**config.mk**
```make
export PLATFORM = sky130hd
export DESIGN_NAME = risc_v_mike_gpio_bank
export DESIGN_NICKNAME = d
export VERILOG_FILES = /design/src/rtl/risc_v_mike_pkg.sv /design/src/rtl/risc_v_mike_gpio_channel.sv /design/src/rtl/risc_v_mike_gpio_bank.sv
export SDC_FILE = /design/constraint.sdc
export NUM_CORES = 1
export LEC_CHECK = 0
export CORE_ASPECT_RATIO = 0.8
export CORE_MARGIN = 4
export CORE_UTILIZATION = 40
export CTS_CLUSTER_SIZE = 25
export DETAILED_ROUTE_END_ITERATION = 12
export DONT_BUFFER_PORTS = 1
export HOLD_SLACK_MARGIN = 0.08
export RECOVER_POWER = 25
export SLEW_MARGIN = 30
export SYNTH_ARGS = -nofsm -noshare
export SYNTH_HDL_FRONTEND = slang
export SYNTH_SLANG_ARGS = --single-unit
```
**constraint.sdc**
```tcl
create_clock -name clk -period 8.6 [get_ports clk]
set_input_delay 1.72 -clock clk [delete_from_list [all_inputs] [get_ports clk]]
set_output_delay 1.72 -clock clk [all_outputs]
set_load 0.01 [all_outputs]
```
**src/rtl/risc_v_mike_pkg.sv**
```systemverilog
// Shared definitions for the risc_v_mike GPIO bank.
//   - Bus widths of the core's data MMIO port.
//   - Channel window stride and the register offsets inside one window.
//   - An enum of the same offsets, for decode and readable register names.
package risc_v_mike_pkg;

  localparam int ADDRESS_32_W = 32;
  localparam int DATA_32_W    = 32;

  // Each channel owns a 64-byte register window.
  localparam int GPIO_CH_STRIDE = 32'h40;

  localparam logic [5:0] GPIO_OFS_OUT        = 6'h00;
  localparam logic [5:0] GPIO_OFS_IN         = 6'h04;
  localparam logic [5:0] GPIO_OFS_DIR        = 6'h08;
  localparam logic [5:0] GPIO_OFS_OUT_SET    = 6'h0C;
  localparam logic [5:0] GPIO_OFS_OUT_CLR    = 6'h10;
  localparam logic [5:0] GPIO_OFS_OUT_TGL    = 6'h14;
  localparam logic [5:0] GPIO_OFS_RISE_EN    = 6'h18;
  localparam logic [5:0] GPIO_OFS_FALL_EN    = 6'h1C;
  localparam logic [5:0] GPIO_OFS_IRQ_STATUS = 6'h20;

  typedef enum logic [5:0] {
    GPIO_REG_OUT        = GPIO_OFS_OUT,
    GPIO_REG_IN         = GPIO_OFS_IN,
    GPIO_REG_DIR        = GPIO_OFS_DIR,
    GPIO_REG_OUT_SET    = GPIO_OFS_OUT_SET,
    GPIO_REG_OUT_CLR    = GPIO_OFS_OUT_CLR,
    GPIO_REG_OUT_TGL    = GPIO_OFS_OUT_TGL,
    GPIO_REG_RISE_EN    = GPIO_OFS_RISE_EN,
    GPIO_REG_FALL_EN    = GPIO_OFS_FALL_EN,
    GPIO_REG_IRQ_STATUS = GPIO_OFS_IRQ_STATUS
  } gpio_ofs_e;

endpackage

```
**src/rtl/risc_v_mike_gpio_channel.sv**
```systemverilog
// One GPIO channel: output latch, direction, atomic set/clear/toggle,
// input synchroniser with edge detection, and sticky interrupt status.
// Ports:
//   clk, rst        clock, asynchronous active-high reset
//   sel             this channel is addressed this cycle
//   wr_en           1 = write, 0 = read (qualified by sel)
//   ofs             byte offset inside the channel window
//   wr_data         write data, already trimmed to the channel width
//   pin_in          asynchronous pad inputs
//   rd_data         combinational read word, 0 when not read
//   out, oe         output latch and output enables
//   irq             OR of this channel's interrupt status bits
module risc_v_mike_gpio_channel
  import risc_v_mike_pkg::*;
#(
  parameter int GPIO_W      = 8,
  parameter int SYNC_STAGES = 2
) (
  input  logic                 clk,
  input  logic                 rst,
  input  logic                 sel,
  input  logic                 wr_en,
  input  logic [5:0]           ofs,
  input  logic [GPIO_W-1:0]    wr_data,
  input  logic [GPIO_W-1:0]    pin_in,
  output logic [DATA_32_W-1:0] rd_data,
  output logic [GPIO_W-1:0]    out,
  output logic [GPIO_W-1:0]    oe,
  output logic                 irq
);

  logic [GPIO_W-1:0] out_q, dir_q, rise_en_q, fall_en_q, status_q, prev_q;
  logic [GPIO_W-1:0] sync_p [SYNC_STAGES];
  logic [GPIO_W-1:0] sync_val, rise, fall, evt, out_nxt, status_clr;
  logic              do_wr, do_rd;
  logic              wr_out, wr_dir, wr_set, wr_clr, wr_tgl;
  logic              wr_rise, wr_fall, wr_stat;

  assign do_wr   = sel & wr_en;
  assign do_rd   = sel & ~wr_en;
  assign wr_out  = do_wr & (ofs == GPIO_OFS_OUT);
  assign wr_dir  = do_wr & (ofs == GPIO_OFS_DIR);
  assign wr_set  = do_wr & (ofs == GPIO_OFS_OUT_SET);
  assign wr_clr  = do_wr & (ofs == GPIO_OFS_OUT_CLR);
  assign wr_tgl  = do_wr & (ofs == GPIO_OFS_OUT_TGL);
  assign wr_rise = do_wr & (ofs == GPIO_OFS_RISE_EN);
  assign wr_fall = do_wr & (ofs == GPIO_OFS_FALL_EN);
  assign wr_stat = do_wr & (ofs == GPIO_OFS_IRQ_STATUS);

  assign sync_val   = sync_p[SYNC_STAGES-1];
  assign rise       = sync_val & ~prev_q;
  assign fall       = ~sync_val & prev_q;
  assign evt        = (rise & rise_en_q) | (fall & fall_en_q);
  assign status_clr = {GPIO_W{wr_stat}} & wr_data;

  // Set/clear/toggle act on the current latch, so consecutive-cycle
  // writes compose without any read-back by software.
  always_comb begin
    out_nxt = out_q;
    if (wr_out) out_nxt = wr_data;
    if (wr_set) out_nxt = out_q | wr_data;
    if (wr_clr) out_nxt = out_q & ~wr_data;
    if (wr_tgl) out_nxt = out_q ^ wr_data;
  end

  // Register stage: control/status registers
  always_ff @(posedge clk or posedge rst) begin
    if (rst) begin
      out_q     <= '0;
      dir_q     <= '0;
      rise_en_q <= '0;
      fall_en_q <= '0;
      status_q  <= '0;
    end else begin
      out_q <= out_nxt;
      if (wr_dir)  dir_q     <= wr_data;
      if (wr_rise) rise_en_q <= rise_en_q ^ (rise_en_q ^ wr_data);
      if (wr_fall) fall_en_q <= wr_data;
      // A new event ORs in after the clear, so it survives a same-cycle W1C.
      status_q <= (status_q & ~status_clr) | evt;
    end
  end

  // Synchroniser stages p0..pN-1, then the prev flop for edge detection
  always_ff @(posedge clk or posedge rst) begin
    if (rst) begin
      for (int i = 0; i < SYNC_STAGES; i++) sync_p[i] <= '0;
      prev_q <= '0;
    end else begin
      sync_p[0] <= pin_in;
      for (int i = 1; i < SYNC_STAGES; i++) sync_p[i] <= sync_p[i-1];
      prev_q <= sync_val;
    end
  end

  always_comb begin
    rd_data = '0;
    if (do_rd) begin
      case (ofs)
        GPIO_OFS_OUT:        rd_data[GPIO_W-1:0] = out_q;
        GPIO_OFS_IN:         rd_data[GPIO_W-1:0] = sync_val;
        GPIO_OFS_DIR:        rd_data[GPIO_W-1:0] = dir_q;
        GPIO_OFS_RISE_EN:    rd_data[GPIO_W-1:0] = rise_en_q;
        GPIO_OFS_FALL_EN:    rd_data[GPIO_W-1:0] = fall_en_q;
        GPIO_OFS_IRQ_STATUS: rd_data[GPIO_W-1:0] = status_q;
        default:             rd_data = '0;
      endcase
    end
  end

  assign out = out_q;
  assign oe  = dir_q;
  assign irq = |status_q;

endmodule

```
**src/rtl/risc_v_mike_gpio_bank.sv**
```systemverilog
// Multi-channel GPIO peripheral on the core's data MMIO bus.
// Ports:
//   clk, rst                clock, asynchronous active-high reset
//   data_mmio_addr          byte offset relative to the block base
//   data_mmio_wr_addr_val   access valid this cycle
//   data_mmio_wr_en         1 = write, 0 = read
//   data_mmio_wr_data       write data
//   data_mmio_rd_data       combinational read data (0 on write / no access)
//   gpio_port_in            pad inputs, channel c at [c*GPIO_W +: GPIO_W]
//   gpio_port_out           output latches
//   gpio_port_oe            output enables
//   gpio_irq                OR of every channel's interrupt status
module risc_v_mike_gpio_bank
  import risc_v_mike_pkg::*;
#(
  parameter int N_CH        = 2,
  parameter int GPIO_W      = 8,
  parameter int SYNC_STAGES = 2
) (
  input  logic                     clk,
  input  logic                     rst,
  input  logic [ADDRESS_32_W-1:0]  data_mmio_addr,
  input  logic                     data_mmio_wr_addr_val,
  input  logic                     data_mmio_wr_en,
  input  logic [DATA_32_W-1:0]     data_mmio_wr_data,
  output logic [DATA_32_W-1:0]     data_mmio_rd_data,
  input  logic [N_CH*GPIO_W-1:0]   gpio_port_in,
  output logic [N_CH*GPIO_W-1:0]   gpio_port_out,
  output logic [N_CH*GPIO_W-1:0]   gpio_port_oe,
  output logic                     gpio_irq
);

  logic [5:0]           ofs;
  logic [2:0]           ch_idx;
  logic                 in_window;
  logic [N_CH-1:0]      ch_sel;
  logic [N_CH-1:0]      ch_irq;
  logic [DATA_32_W-1:0] ch_rd [N_CH];

  // The block spans 8 channel windows (512 bytes); anything above is unmapped
  // rather than aliased.
  assign ofs       = data_mmio_addr[5:0];
  assign ch_idx    = data_mmio_addr[8:6];
  assign in_window = (data_mmio_addr[ADDRESS_32_W-1:9] == '0);

  for (genvar c = 0; c < N_CH; c++) begin : g_ch
    assign ch_sel[c] = data_mmio_wr_addr_val & in_window & (ch_idx == 3'(c));

    risc_v_mike_gpio_channel #(
      .GPIO_W      (GPIO_W),
      .SYNC_STAGES (SYNC_STAGES)
    ) u_ch (
      .clk     (clk),
      .rst     (rst),
      .sel     (ch_sel[c]),
      .wr_en   (data_mmio_wr_en),
      .ofs     (ofs),
      .wr_data (data_mmio_wr_data[GPIO_W-1:0]),
      .pin_in  (gpio_port_in[c*GPIO_W +: GPIO_W]),
      .rd_data (ch_rd[c]),
      .out     (gpio_port_out[c*GPIO_W +: GPIO_W]),
      .oe      (gpio_port_oe[c*GPIO_W +: GPIO_W]),
      .irq     (ch_irq[c])
    );
  end

  // Unselected channels drive 0, so an OR is a complete read mux.
  always_comb begin
    data_mmio_rd_data = '0;
    for (int i = 0; i < N_CH; i++) data_mmio_rd_data = data_mmio_rd_data | ch_rd[i];
  end

  assign gpio_irq = |ch_irq;

  if (GPIO_W < DATA_32_W) begin : g_wr_hi
    logic unused_wr_hi;
    assign unused_wr_hi = ^data_mmio_wr_data[DATA_32_W-1:GPIO_W];
  end

endmodule

```
==> run metrics, run 1 <==
Reg2Reg Capture Point=g_ch[1].u_ch.out[4]; worst clock skew=approximately 0.0047 ns; Max Root-Sink Buffers=2; clock root cell=clkbuf_16; first-pass GRT wire length=28,800 um; post-layout util=45.1%; worst hold start=g_ch[1].u_ch.sync_p[8]; sequential-to-total area share from yosys stat=a little under half; CTS sink count=128; critical path class=primary input to output port; die width=~150 um; post-CTS sizing=0; largest net degree at the start of global routing=slightly above 70; Die H=around 130 um; number of max-cap violations=1; CTS Hold Bufs=0; Routed WL=18,300 um; Total Power=about 0.0015 W; Ports=roughly 150; average size of a mapped cell=between 10 and 15 um^2; vias in the first global route=around 5,000; fin crit period=around 5.5 ns; WP data required=just under 7 ns; Fin. Hold Viols=0; Post-Route Setup TNS=0 ns; post-CTS setup buffers=0; Worst Hold Class=register to register; cells on worst reg2reg path=5; Vias=slightly below 5,000; Inserted Clock Buffers=17; RR Startpoint=g_ch[1].u_ch.out[4]; Area growth, synth to finish=9.50%; worst slew pin tran=between 3 and 4 ns; initial DRC count=between 200 and 300; share of cells above drive strength 1=18.1%; status=finished with violations; CTS H-Tree Depth=4; RSZ-0062 raised after global routing=no; final period utilization=64.5%; ys flop type=dfrtp_1; slowest stage cell, crit path=or2_1; Worst EP arrival=3.83 ns; CP Max Fanout=26; WHS Path Cells=0; Critical Path End Type=output port; Register-to-Register Setup Slack=between 6 and 7 ns; Post-Syn Area=a little under 7000 um^2; # nets final=between 700 and 800; Filler cells=between 1,500 and 2,000; gr usage total=19.2%; f_max=around 180 MHz; slew margin rel.=-107%; Max Slew Vio Count=72; Clk Latency, worst-skew pair=0.42 ns; # diodes=0; Worst-path clk slew=around 0.06 ns; die footprint=a little under 20,000 um^2; failing checks=capacitance limit, slew limit; Starting Density=a little over 40%; final RePlAce weighted congestion=0.829; CTS tree=built; PD cells=195 nW/um^2; Leak=around 3.2 nW; total core area=16,700 um^2; Hold Path Sink=g_ch[1].u_ch.sync_val[0]; Cells after Synth=630; number of flops mapped to enable cells by yosys=0; final setup vio count=0; HPWL after detailed placement=approximately 12,000 um; WL/cell=between 20 and 25 um; Synth warnings=0; Detailed Routing Iterations Pass 1=5; Vias per Instance=5.83; initial antenna violation count=0; Critical Path, Cell by Cell=nor4_1, and4_1, nand4_4, or2_1, a211oi_1; Yosys cell types=47; grt total ovfl=0; Buffers on Ports=0; Synth Register Bits=128; DRC violations left=0; startpoint types=primary input; ys async rst share=between 90% and 100%; Rows=between 40 and 50; post-route ant nets=0; crit-path max cell delay=about 0.56 ns; Max VDD drop=about 0.11 mV
[Yosys cell counts, drive strengths merged, types with 24 or more instances]
cell type / number / share of area (%)
o21ai: 69 / 5.0
mux2i: 27 / 3.9
dfrtp: 128 / 47
nand3: 24 / 1.7
buf: 40 / 4.1
mux2: 69 / 12
clkbuf: 26 / 1.4
nand2: 33 / 1.8
inv: 25 / 1.4
ha: 32 / 5.8
o22ai: 32 / 2.9
nand3b: 24 / 2.6
[area by class of cell]
type                            instances  area (um^2)  area share [%]
Clock inverter                         12          190            2.53
Clock buffer                           20          437            5.80
Inverter                               25         95.1            1.26
Sequential cell                       128         3200            42.5
Multi-Input combinational cell        434         3300            43.8
Timing Repair Buffer                    4         33.8           0.449
Tap cell                              220          275            3.66
[worst max-delay path: cells and delay by family]
family	cells	cell delay, ns
compound gates	1	0.53
simple gates	4	1.56
[worst max path at each step]
| stage | startpoint | endpoint | cells past startpoint |
|---|---|---|---|
| after floorplan | rst | g_ch[0].u_ch.fall_en_q[0] | 1 |
| after global placement | data_mmio_addr[10] | data_mmio_rd_data[7] | 5 |
| after detailed placement | data_mmio_addr[10] | data_mmio_rd_data[7] | 5 |
| after CTS | data_mmio_addr[10] | data_mmio_rd_data[7] | 5 |
| after global routing | data_mmio_addr[10] | data_mmio_rd_data[7] | 5 |
| final | data_mmio_addr[10] | data_mmio_rd_data[7] | 5 |
[registers in the layout, indices dropped and copies added (netlist names)]
name and flops:
g_ch.u_ch.rise_en_q 16, g_ch.u_ch.sync_val 16, g_ch.u_ch.fall_en_q 16, g_ch.u_ch.sync_p 16, g_ch.u_ch.status_q 16, g_ch.u_ch.prev_q 16, g_ch.u_ch.out 16, g_ch.u_ch.oe 16
[where the power goes]
group | switching [W] | internal [W]
Clock | 0.000268 | 0.000511
Sequential | 0.00000771 | 0.000614
Combinational | 0.0000437 | 0.0000216
Total | 0.000319 | 0.00115
[per-stage QoR]
stage	cell area, um^2	worst slack, ns	hold WS [ns]	std cells
detailed placement	6900	3.01	0.335	810
global placement	6890	3.05	0.336	810
finish	7530	3.05	0.347	843
floorplan	6960	3.47	0.331	653
CTS	7520	3.02	0.348	842
global route	7530	2.91	0.353	843
[metal layers]
metal  part of all wire, %  up-vias  track usage (%)
met3                   9.1       32             5.98
li1                      -     2194                -
met1                    41     2435             25.0
met5                     0        -                0
met4                   2.8        0             8.20
met2                    47      251             29.6
[logic make-up (layout without fill, tap and decap cells)]
family	count (synthesis)	count (layout)	synth area share (%)
xor+xnor	1	1	0.127
buf+inv	91	61	6.88
simple gates	139	139	12.2
compound gates	142	142	12.4
fa+ha+maj	32	32	5.82
other cells	1	24	0.0545
flops	128	128	46.6
mux	96	96	15.9
[cell usage in the layout, fill, tap and decap left out, types with 10 or more instances in the layout]
master     synthesis  routed
a211oi_1          10      10
clkbuf_16          0      17
conb_1             1      24
dfrtp_1          128     128
ha_1              32      32
inv_1             25      24
mux2_2            56      56
mux2_4            12      12
mux2i_1           27      27
nand2_1           33      33
nand3_1           24      24
nand3b_1          24      24
nor2_1            22      21
o21ai_0           67      67
o22ai_1           32      32
No activity file was read; power rests on OpenSTA's default activity.
==> run 2, diff against run 1 <==
clock period = 5.2 ns   (was 8.6 ns; I/O delays follow)
==> run 2 against run 1 <==
Effect of this change: global-route usage decreased by 0.38 points; die area unchanged; flip-flop and latch count unchanged; via count increased by 0.10%; total power increased by 60%; worst hold slack about the same; first-iteration DRC count increased by 36%; the run now ends clean; largest cell class unchanged; critical path depth unchanged; sequential power increased by 66%; register-to-register slack got worse by 3.4 ns; count of clock-buffer cells in the layout increased by 3; clock power increased by 55%.
==> run metrics, run 2 (synthesis results as in run 1) <==
status=finished clean; initial DRC count=393 (+36%); first-pass GRT wire length=28,600 um (-0.72%); CTS H-Tree Depth=4 (unchanged); worst clock skew=0.00830 ns (+0.00358 ns); final setup vio count=0 (unchanged); final RePlAce weighted congestion=0.825 (-0.40%); HPWL after detailed placement=12,300 um (-0.76%); Critical Path End=data_mmio_rd_data[6]; # diodes=0 (unchanged); Fin. Hold Viols=0 (unchanged); CTS sink count=128 (unchanged); slew margin rel.=22.3% (+130 points); die width=155 um (unchanged); final period utilization=between 70 and 80%; Ports=149 (unchanged); initial antenna violation count=0 (unchanged); Filler cells=1,512 (-1.7%); f_max=242 MHz; CTS Hold Bufs=0 (unchanged); Worst EP arrival=3.09 ns (-0.74 ns); WHS Path Cells=0 (unchanged); critical path class=primary input to output port; Post-Route Setup TNS=0 ns (unchanged); Worst Setup SP=data_mmio_addr[1]; placed inst area=6910 um^2 (+0.22%); WL/cell=21.2 um (-2.6%); Critical Path Stages=5 (unchanged); largest net degree at the start of global routing=97 (+35%); dpl cells=812 (+0.25%); post-CTS setup buffers=0 (unchanged); # nets final=729 (+0.41%); Vias=4,917 (+0.10%); slowest stage cell, crit path=or3_1; Clk Latency, worst-skew pair=0.41 ns (about the same); gr usage total=18.8% (-0.38 points); RR Startpoint=g_ch[1].u_ch.out[0]; Buffers on Ports=0 (unchanged); CP Max Fanout=18 (-31%); Area growth, synth to finish=9.73%; cells on worst reg2reg path=5 (unchanged); post-route ant nets=0 (unchanged); Buf/Inv on CP=0 (unchanged); PD cells=311 nW/um^2 (+60%); clock root cell=clkbuf_16; Rows=42 (unchanged); grt total ovfl=0 (unchanged); most common cell after layout, fill and taps aside=dfrtp_1; Reg2Reg Capture Point=g_ch[1].u_ch.out[0]; Vias per Instance=5.81 (-0.25%); Inserted Clock Buffers=17 (unchanged); Die H=125 um (unchanged); worst slew pin tran=1.16 ns (-1.92 ns); Critical Path End Type=output port; vias in the first global route=5,044 (+0.82%); fin worst setup slack=1.07 ns (-1.98 ns); most frequent cells in the layout=128 x dfrtp_1, 67 x o21ai_0, 56 x mux2_2; final non-filler cell total=846 (+0.36%); post-CTS sizing=0 (unchanged); post-layout util=45.2% (+0.097 points); Finished Cell Area=7550 um^2 (+0.22%); Worst-path clk slew=0.06 ns (about the same); CTS tree=built; pre-CTS setup slack=1.13 ns (-1.88 ns); Detailed Routing Iterations Pass 1=5 (unchanged); WP data required=4.16 ns (-2.72 ns); Register-to-Register Setup Slack=3.54 ns (-3.39 ns); startpoint types=primary input; Max VDD drop=0.199 mV (+83%); fin crit period=4.13 ns; total core area=16,700 um^2 (unchanged); share of cells above drive strength 1=18.4% (+0.23 points); Worst Hold Class=register to register; Leak=3.24 nW (+0.18%); die footprint=19,400 um^2 (unchanged); delay-heaviest family, CP=simple AND/OR/NAND/NOR gates; RSZ-0062 raised after global routing=no; number of max-cap violations=0 (-1); Max Slew Vio Count=0 (-100%); DRC violations left=0 (unchanged); Routed WL=17,900 um (-2.2%); crit-path max cell delay=0.70 ns (+0.14 ns); Starting Density=41.2% (unchanged); Max Root-Sink Buffers=2 (unchanged); Critical Path, Cell by Cell=or3_1, nor2_4, o21ai_0, a211o_1, a21oi_1
## run 2: final cells by class
cell class / instances / area, um^2 / area share, %
multi-input cells: 434 / 3300 / 43.7
flip-flops and latches: 128 / 3200 / 42.4
clock buffers: 23 / 468 / 6.20
well taps: 220 / 275 / 3.65
clock inverters: 9 / 133 / 1.76
inverters: 25 / 95.1 / 1.26
repair buffers: 7 / 76.3 / 1.01
## run 2: report_power, final
group,internal (W),switching [W],total [W]
clock,0.000779,0.000428,0.00121
combinational,0.0000385,0.0000719,0.000110
sequential,0.00102,0.0000126,0.00103
total,0.00183,0.000512,0.00235
## run 2: how the worst min path moves through the flow
stage	slack, ns	from	endpoint
6_report	0.35	g_ch[1].u_ch.sync_p[11]	g_ch[1].u_ch.sync_val[3]
5_1_grt	0.35	g_ch[1].u_ch.sync_p[12]	g_ch[1].u_ch.sync_val[4]
4_1_cts	0.35	g_ch[1].u_ch.sync_p[12]	g_ch[1].u_ch.sync_val[4]
3_5_place_dp	0.33	g_ch[1].u_ch.sync_p[8]	g_ch[1].u_ch.sync_val[0]
3_3_place_gp	0.34	g_ch[1].u_ch.sync_p[12]	g_ch[1].u_ch.sync_val[4]
2_1_floorplan	0.33	g_ch[0].u_ch.sync_p[8]	g_ch[0].u_ch.sync_val[0]
## run 2: routing by layer
metal  vias up  GRT usage, %  wire, um
met4         0          6.13       376
met1      2476          24.7      7480
li1       2206             -         -
met5         -             0         0
met2       207          30.0      8600
met3        28          5.49      1440
## run 2: through the flow
| stage | power [W] | hold slack (ns) |
|---|---|---|
| 6_report | 0.00235 | 0.347 |
| 5_1_grt | 0.00244 | 0.352 |
| 4_1_cts | 0.00237 | 0.348 |
| 3_5_place_dp | 0.00115 | 0.335 |
| 3_3_place_gp | 0.00115 | 0.337 |
| 2_1_floorplan | 0.00116 | 0.331 |
## run 2: worst reg2reg max path, stage by stage (launching register included)
cell     delay [ns]
dfrtp_1        0.55
inv_1          0.09
ha_1           0.30
o21ai_0        0.21
o22ai_1        0.10
mux2_4         0.30
==> edit, RTL diff (settings of run 2) <==
The package constant `ADDRESS_32_W` goes from 32 to 64.
--- a/src/rtl/risc_v_mike_pkg.sv
+++ b/src/rtl/risc_v_mike_pkg.sv
@@ -4,7 +4,7 @@
 //   - An enum of the same offsets, for decode and readable register names.
 package risc_v_mike_pkg;
 
-  localparam int ADDRESS_32_W = 32;
+  localparam int ADDRESS_32_W = 64;
   localparam int DATA_32_W    = 32;
 
   // Each channel owns a 64-byte register window.
Ports: changed (resized data_mmio_addr); port bits go from 149 to 181. No check against the original RTL was run, so the function may have changed too.
==> edit against run 2 <==
  * The flow now finishes with violations (capacitance limit, slew limit)
  * Area after synthesis fell by 3.6%
  * Critical path type unchanged
  * Cell area fell by 1.5%
  * Clock power rose by 13%
  * Via count fell by 1.3%
  * Sequential power barely moved
  * Routed wire length rose by 1.5%
  * Worst setup slack got worse by 0.087 ns
  * Core utilization rose by 1.3 points
  * Total power rose by 5.6%
  * Global-route usage rose by 1.0 points
  * Sequential cell count did not move
==> edit: results <==
metrics = {
    "outcome": {
        "status": "complete, but fails checks",
        "violations": "capacitance limit, slew limit",
    },
    "worst_setup_path": {
        "critPathMaxStageDelay_ns": 0.61,
        "r2r_start": "g_ch[1].u_ch.out[3]$_DFFE_PP0P_",
        "reg2reg_depth": 5,
        "crit_end": "data_mmio_rd_data[0]",
        "r2r_slack_ns": 3.80,
        "slowest_stage": "nor2_2",
        "path_max_fanout": 12,
        "reg2reg_to": "g_ch[1].u_ch.out[3]$_DFFE_PP0P_",
        "critPathArrivalTime_ns": 3.17,
    },
    "timing": {
        "worstMarginPinSlew_ns": 3.33,
        "clock.fmax_ghz": 0.237,
        "slew_violations": 90,
        "skew_ns": 0.00988,
    },
    "power_and_ir_drop": {
        "ir_worst_vdd_v": 0.000235,
        "leakagePower_nw": 3.25,
    },
    "place": {
        "dp_hpwl_mm": 13.2,
        "dp.cells": 813,
        "port_buffers": 0,
        "place_congestion": 0.843,
        "pre_cts_slack_ns": 1.03,
    },
    "flow_run": {
        "maxCapViolCount": 1,
    },
    "layout": {
        "fin_nets": 765,
        "num-fill-cells": 1461,
        "fin_cells": 845,
        "layout-drive-gt1-share_pct": 15.9,
    },
    "min_path": {
        "hold_end": "g_ch[1].u_ch.sync_val[5]$_DFF_PP0_",
        "min_from": "g_ch[1].u_ch.sync_p[13]$_DFF_PP0_",
    },
    "routing": {
        "vias_per_cell": 5.74,
        "drt-initial-drc-count": 526,
        "firstDrtPassIters": 6,
        "wire_per_inst_microns": 21.5,
    },
    "global_route": {
        "grt_pass1_wl_mm": 28.6,
        "grt_usage_pct": 19.9,
    },
    "synthesis": {
        "ys_top_cells_by_area": "dfrtp_1 48%, ha_1 6.0%, mux2_4 5.4%",
        "avgSynthCellArea_sq_um": 10.8,
        "yosysUniqueCellTypes": 48,
        "synth_commonest_cells": "128 x dfrtp_1, 81 x nand2_1, 41 x o21ai_0",
        "ys_warn_count": 0,
        "yosysSeqAreaShare_pct": 48.3,
    },
    "cts": {
        "cts-root-buf": "clkbuf_16",
    },
}
[edit: cell types whose count changed after synthesis, moves of 11 or more]
cell and change:
nand2_1 +48, a21oi_1 +14, o22ai_1 -32, mux2_2 -42
nor2_1 +16, a222oi_1 +16, o21ai_0 -26, a211oi_1 +15
clkbuf_1 -11, nand3_1 -15, mux2_4 +12, mux2i_1 -27
[edit: cell type report]
cell class | instances | area [sq um] | share of cell area, %
Timing Repair Buffer | 7 | 52.6 | 0.707
Sequential cell | 128 | 3200 | 43.1
Multi-Input combinational cell | 437 | 3130 | 42.1
Clock inverter | 11 | 208 | 2.79
Inverter | 26 | 97.6 | 1.31
Clock buffer | 21 | 470 | 6.33
Tap cell | 215 | 269 | 3.62
[edit: power breakdown]
group	switching (mW)	internal, mW	leakage [nW]
combinational	0.0562	0.0213	1.41
clock	0.438	0.934	0.333
sequential	0.0123	1.02	1.52
[edit: cells by family after synthesis]
group,count (synthesis),synth area share (%)
simple gates,210,18.5
compound gates,132,13.3
flops,128,48.3
buf+inv,73,5.83
mux,38,7.81
fa+ha+maj,32,6.04
other cells,1,0.0565
xor+xnor,1,0.132
[edit: through the flow]
stage	hold WS, ns	util (%)	instance area, sq um
after floorplan	0.331	-	6720
after global placement	0.336	42.2	6760
after detailed placement	0.336	42.2	6760
after CTS	0.347	46.5	7440
after global routing	0.349	46.4	7430
final	0.339	46.4	7430
[edit: routing by layer]
layer | GRT usage (%) | vias up | wire (microns)
met3 | 6.16 | 23 | 1620
met2 | 30.0 | 209 | 8160
met5 | 0 | - | 0
met4 | 5.95 | 0 | 218
met1 | 27.6 | 2426 | 8180
li1 | - | 2194 | -
